## src/rtl/extensor_imediato_pipe_pkg.sv

```systemverilog
// Shared definitions for the pipelined immediate extender: mode encoding
// and the default input/output widths of the MIPS datapath.
package pacote_extensor;

    // Extension modes selected by the decode stage.
    typedef enum logic [1:0] {
        MODO_ZERO     = 2'd0,   // zero-extend
        MODO_SINAL    = 2'd1,   // sign-extend
        MODO_SUPERIOR = 2'd2,   // immediate in the upper bits (lui)
        MODO_DESVIO   = 2'd3    // sign-extend, then word offset (<< 2)
    } modo_t;

    // Default widths: 16-bit instruction immediate to 32-bit operand.
    localparam int LARG_ENT = 16;
    localparam int LARG_SAI = 32;

endpackage : pacote_extensor

```

## src/rtl/extensor_imediato_pipe_fila_sincrona.sv

```systemverilog
// Small synchronous FIFO with a combinational head read. The head entry is
// visible the cycle after it is written, with no fall-through from the
// write port. Pushes while full and pops while empty are ignored, so the
// block stays consistent even if a caller forgets to gate them.
module fila_sincrona #(
    parameter int LARGURA      = 32,
    parameter int PROFUNDIDADE = 2
) (
    input  logic               clock,
    input  logic               reset,
    input  logic               push,
    input  logic               pop,
    input  logic [LARGURA-1:0] dado_ent,
    output logic [LARGURA-1:0] dado_sai,
    output logic               cheia,
    output logic               vazia
);

    // Depth is a power of two, so pointers wrap by plain overflow.
    localparam int LARG_PTR  = $clog2(PROFUNDIDADE);
    localparam int LARG_OCUP = LARG_PTR + 1;

    logic [LARGURA-1:0]   mem_reg [PROFUNDIDADE];
    logic [LARG_PTR-1:0]  wr_ptr_reg,   wr_ptr_next;
    logic [LARG_PTR-1:0]  rd_ptr_reg,   rd_ptr_next;
    logic [LARG_OCUP-1:0] ocupacao_reg, ocupacao_next;
    logic                 push_ok;
    logic                 pop_ok;

    assign cheia   = (ocupacao_reg == LARG_OCUP'(PROFUNDIDADE));
    assign vazia   = (ocupacao_reg == '0);
    assign push_ok = push && !cheia;
    assign pop_ok  = pop && !vazia;

    // One write-enabled register per entry; only the tail slot loads.
    // Data storage is not reset: occupancy alone decides what is valid.
    generate
        for (genvar gi = 0; gi < PROFUNDIDADE; gi++) begin : g_entrada
            always_ff @(posedge clock) begin
                if (push_ok && (wr_ptr_reg == LARG_PTR'(gi))) begin
                    mem_reg[gi] <= dado_ent;
                end
            end
        end
    endgenerate

    // Head of the queue, read directly from storage.
    assign dado_sai = mem_reg[rd_ptr_reg];

    // Next-state for pointers and occupancy; simultaneous push and pop
    // leave occupancy unchanged.
    always_comb begin
        wr_ptr_next   = wr_ptr_reg;
        rd_ptr_next   = rd_ptr_reg;
        ocupacao_next = ocupacao_reg;
        if (push_ok) begin
            wr_ptr_next = wr_ptr_reg + LARG_PTR'(1);
        end
        if (pop_ok) begin
            rd_ptr_next = rd_ptr_reg + LARG_PTR'(1);
        end
        if (push_ok && !pop_ok) begin
            ocupacao_next = ocupacao_reg + LARG_OCUP'(1);
        end else if (pop_ok && !push_ok) begin
            ocupacao_next = ocupacao_reg - LARG_OCUP'(1);
        end
    end

    // Pointer and occupancy registers; reset empties the queue.
    always_ff @(posedge clock) begin
        if (reset) begin
            wr_ptr_reg   <= '0;
            rd_ptr_reg   <= '0;
            ocupacao_reg <= '0;
        end else begin
            wr_ptr_reg   <= wr_ptr_next;
            rd_ptr_reg   <= rd_ptr_next;
            ocupacao_reg <= ocupacao_next;
        end
    end

endmodule : fila_sincrona

```

## src/rtl/extensor_imediato_pipe.sv

```systemverilog
// Pipelined immediate extender. The immediate is extended combinationally
// in the accepting cycle and stored in a small FIFO, so the decode stage
// and the ALU operand stage can stall independently. The output is always
// taken from registered FIFO state: there is no path from input to output.
module extensor_imediato_pipe #(
    parameter int LARG_ENT     = pacote_extensor::LARG_ENT,
    parameter int LARG_SAI     = pacote_extensor::LARG_SAI,
    parameter int PROFUNDIDADE = 2,
    parameter int LARG_CONT    = 16
) (
    input  logic                 clock,
    input  logic                 reset,
    input  logic                 ent_valida,
    output logic                 ent_pronto,
    input  logic [1:0]           modo,
    input  logic [LARG_ENT-1:0]  extensorS,
    output logic                 sai_valida,
    input  logic                 sai_pronto,
    output logic [LARG_SAI-1:0]  saidaExtensor,
    output logic [LARG_CONT-1:0] contador_ext
);

    import pacote_extensor::*;

    localparam int LARG_PAD = LARG_SAI - LARG_ENT;

    logic [LARG_SAI-1:0]  ext_sinal;
    logic [LARG_SAI-1:0]  ext_comb;
    logic [LARG_SAI-1:0]  cabeca;
    logic                 cheia;
    logic                 vazia;
    logic                 push;
    logic                 pop;
    logic [LARG_CONT-1:0] contador_reg;

    // Extension function: sign-extended value is shared by SINAL and
    // DESVIO; SUPERIOR drops any immediate bits shifted past the top.
    always_comb begin
        ext_sinal = {{LARG_PAD{extensorS[LARG_ENT-1]}}, extensorS};
        ext_comb  = '0;
        case (modo_t'(modo))
            MODO_ZERO:     ext_comb = {{LARG_PAD{1'b0}}, extensorS};
            MODO_SINAL:    ext_comb = ext_sinal;
            MODO_SUPERIOR: ext_comb = {{LARG_PAD{1'b0}}, extensorS} << LARG_PAD;
            MODO_DESVIO:   ext_comb = ext_sinal << 2;
            default:       ext_comb = '0;
        endcase
    end

    // Handshake: readiness depends only on FIFO state, never on sai_pronto.
    assign ent_pronto = !cheia;
    assign sai_valida = !vazia;
    assign push       = ent_valida && ent_pronto;
    assign pop        = sai_valida && sai_pronto;

    fila_sincrona #(
        .LARGURA      (LARG_SAI),
        .PROFUNDIDADE (PROFUNDIDADE)
    ) u_fila (
        .clock    (clock),
        .reset    (reset),
        .push     (push),
        .pop      (pop),
        .dado_ent (ext_comb),
        .dado_sai (cabeca),
        .cheia    (cheia),
        .vazia    (vazia)
    );

    // Stale storage never leaks out: the output is forced to 0 when empty.
    assign saidaExtensor = vazia ? '0 : cabeca;

    // Count completed output transfers; wraps silently.
    always_ff @(posedge clock) begin
        if (reset) begin
            contador_reg <= '0;
        end else if (pop) begin
            contador_reg <= contador_reg + LARG_CONT'(1);
        end
    end

    assign contador_ext = contador_reg;

endmodule : extensor_imediato_pipe

```

## config.mk

```make
export PLATFORM = sky130hd
export DESIGN_NAME = extensor_imediato_pipe
export DESIGN_NICKNAME = d
export VERILOG_FILES = /design/src/rtl/extensor_imediato_pipe_pkg.sv /design/src/rtl/extensor_imediato_pipe_fila_sincrona.sv /design/src/rtl/extensor_imediato_pipe.sv
export SDC_FILE = /design/constraint.sdc
export NUM_CORES = 1
export LEC_CHECK = 0
export ABC_AREA = 1
export ABC_CLOCK_PERIOD_IN_PS = 3030
export BUFFER_PORTS_ARGS = -buffer_cell sky130_fd_sc_hd__buf_2
export CAP_MARGIN = 20
export CORE_MARGIN = 2
export CORE_UTILIZATION = 55
export CTS_CLUSTER_DIAMETER = 80
export DETAILED_ROUTE_END_ITERATION = 6
export PLACE_DENSITY = 0.8
export SETUP_SLACK_MARGIN = 0.2
export SYNTH_ARGS = -nofsm -noshare
export SYNTH_HDL_FRONTEND = slang
export SYNTH_SLANG_ARGS = --single-unit
```

## constraint.sdc

```tcl
create_clock -name clock -period 3.03 [get_ports clock]
set_input_delay 0 -clock clock [delete_from_list [all_inputs] [get_ports clock]]
set_output_delay 0 -clock clock [all_outputs]
set_load 0.02 [all_outputs]
```

==> impl_results.md <==
- Fin area: 0.00432 mm^2
- Mapped Area: 0.00370 mm^2
- Tightest Pin Transition: 0.473 ns
- Number of I/O port buffers: 71
- Hpwl dp: 5390 um
- Switching Share: 0.387
- Worst R2R Start: u_fila.ocupacao_reg[0]
- Die height: 86.0 um
- Placement Cell Area: 0.00413 mm^2
- Max Slew Vio Count: 0
- Mean Syn Cell Area: 9.69 um^2
- Total nets after synthesis: 406
- Final Wtd Congestion: 0.833
- F_max: 559 MHz
- Internal Power: 0.00209 W
- Outcome: complete, no violations
- RSZ-0062 raised after global routing: no
- Initial antenna violation count: 0
- CTS sink count: 85
- Arr. time, crit path: 1.79 ns
- H-tree depth: 3
- Detailed-route wire length: 8030 um
- Setup tns final: 0 ns
- Final worst-path cycle share: 0.591
- # rows: 29
- First-pass GRT wire length: 12800 um
- Die area: 0.00740 mm^2
- Metal2 WL: 3950 um
- Sequential share of the synthesized area: 0.633
- CTS Buffer Depth: 2
- P_leak: 1.81 nW
- Clk pwr share: 0.207
- Netlist cell types: 24
- WS Path Type: reg -> out
- Layout Skew: 0.00630 ns
- DRT antenna net count: 0
- Total gr overflow: 0
- Overall Global Routing Usage: 0.223
- Comb power frac: 0.349
- Max FO, Critical Path: 33
- Crit. End Element: output pin
- Wire per inst: 15.0 um
- Total CTS buffers: 9
- Part of the power in registers: 0.444
- Cell area power density: 787 mW/mm^2
- Number of synthesized register bits: 85
- CP most frequent cell: buf_4
- # DRC: 0
- Clock-pin transition on the worst setup and hold timing paths: 0.09 ns
- Share of layout cells above drive strength 1: 0.224
- Worst vdd ir: 0.424 mV
- Starting density of the core: 0.576
- WL met1: 3480 um
- Final Hold Vio Count: 0
- Post-layout nets: 479
- Ant diodes: 0
- Slew HR: 0.684
- Largest net degree at the start of global routing: 34
- Synthesis Warnings: 0
- Met3 Wirelength: 509 um
- Highest metal used: met4
- Die Width: 86.0 um
- Root Driver: clkbuf_8
- Max reg flops: 64
- Via/cell ratio: 5.45
- Family with the most delay on the worst path: buffers and inverters
- 1st-pass router iterations: 5
- Area grow syn2layout: 16.8%
- Max-Cap Viols: 0
- Max incr delay on CP: 0.33 ns
- Count of mapped cells out of synthesis: 382
- TritonCTS clock tree: done
- Final critical-path required period: 1.79 ns
- Worst-path cell chain: buf_4 > inv_1 > buf_4 > nand2_1 > a21oi_1 > buf_2
- CTS resizes: 0
- Critical hold path startpoint: extensorS[1]
- Core area: 0.00642 mm^2
- Initial DRC count: 188
- Hold Path Class: in -> reg
- Sw Pwr: 0.00132 W
- Vias in the first global route: 2711
- Worst path buffer plus inverter count: 4
- Req. time, crit path: 3.03 ns
- Vias: 2925
- Slowest-stage cell, CP: buf_4
- CP Launch Type: flop
- Io pins: 72
- Final setup vio count: 0
- Worst skew pair latency: 0.34 ns
synthesized netlist by cell type, drive strengths merged:
cell type,instances,area [um^2]
a21oi,42,210
buf,8,45.0
clkbuf,10,37.5
dfxtp,21,420
edfxtp,64,1920
ha,2,25.0
inv,36,135
nand2,95,362
nand3,11,55.1
nand4,4,25.0
nor2,45,210
nor3,1,5.00
nor3b,1,7.51
o21ai,24,120
o221ai,1,8.76
o22ai,14,87.6
xor2,3,26.3
kinds of logic (layout without fill, tap and decap cells):
logic type | count (synthesis) | after routing | synth area share
and+or+nand+nor | 157 | 157 | 0.179
xor gates and xnor gates | 3 | 3 | 0.00710
AOI/OAI and AO/OA | 81 | 81 | 0.115
adders and majority gates | 2 | 2 | 0.00676
DFF | 85 | 85 | 0.633
buffers and inverters | 54 | 132 | 0.0588
power groups by stage:
stage / clock network [W] / logic (W) / registers (W)
floorplan: 0 / 0.000794 / 0.00154
global placement: 0 / 0.00117 / 0.00153
detailed placement: 0 / 0.00118 / 0.00154
CTS: 0.000715 / 0.00119 / 0.00151
global route: 0.000769 / 0.00129 / 0.00153
finish: 0.000704 / 0.00119 / 0.00151
layer usage:
metal	GRT usage	up-vias
met5	0	-
met4	0.0765	0
met3	0.0500	6
li1	-	1432
met2	0.364	103
met1	0.297	1384
placed cells by master, fill, tap and decap left out, drive strengths merged:
cell type	count
nand3	11
dfxtp	21
nor3	1
clkinvlp	2
nor2	45
dlygate4sd3	2
a21oi	42
ha	2
o22ai	14
o21ai	24
buf	78
nand4	4
inv	37
xor2	3
o221ai	1
edfxtp	64
clkbuf	9
nor3b	1
nand2	95
clkinv	4
cell type report:
| class | count | area (um^2) |
|---|---|---|
| clock inverters | 7 | 50.0 |
| flip-flops and latches | 85 | 2340 |
| fillers | 509 | 2100 |
| clock buffers | 9 | 124 |
| inverters | 36 | 135 |
| well taps | 77 | 96.3 |
| multi-input cells | 243 | 1150 |
| repair buffers | 80 | 428 |
per-stage QoR:
step,utilization,total power [W],setup slack [ns],hold slack (ns),instances
after global routing,0.673,0.00358,1.08,0.0387,537
after floorplan,-,0.00234,0.448,0.217,382
after CTS,0.673,0.00342,1.22,0.0270,537
after detailed placement,0.643,0.00272,1.45,0.291,519
final,0.673,0.00340,1.24,0.0420,537
after global placement,0.643,0.00270,1.52,0.293,519
worst min-delay path: cells and delay by family:
family / cells / cell delay [ns]
buf+inv: 2 / 0.13
simple gates: 1 / 0.13
repair_timing:
item / 4_1_cts / 5_1_grt
hold buffers: 2 / 0
hold endpoints to repair: 9 / 0
buffers inserted: 0 / 0
final timing paths:
kind / end / slack (ns) / depth (start not counted)
setup / recovery: saidaExtensor[10] / 1.24 / 6
hold / removal: u_fila.mem_reg[1][1] / 0.04 / 3
setup reg to reg: u_fila.ocupacao_reg[1] / 1.33 / 9
hold reg to reg: u_fila.rd_ptr_reg / 0.46 / 1
No activity file was read; power rests on OpenSTA's default activity.
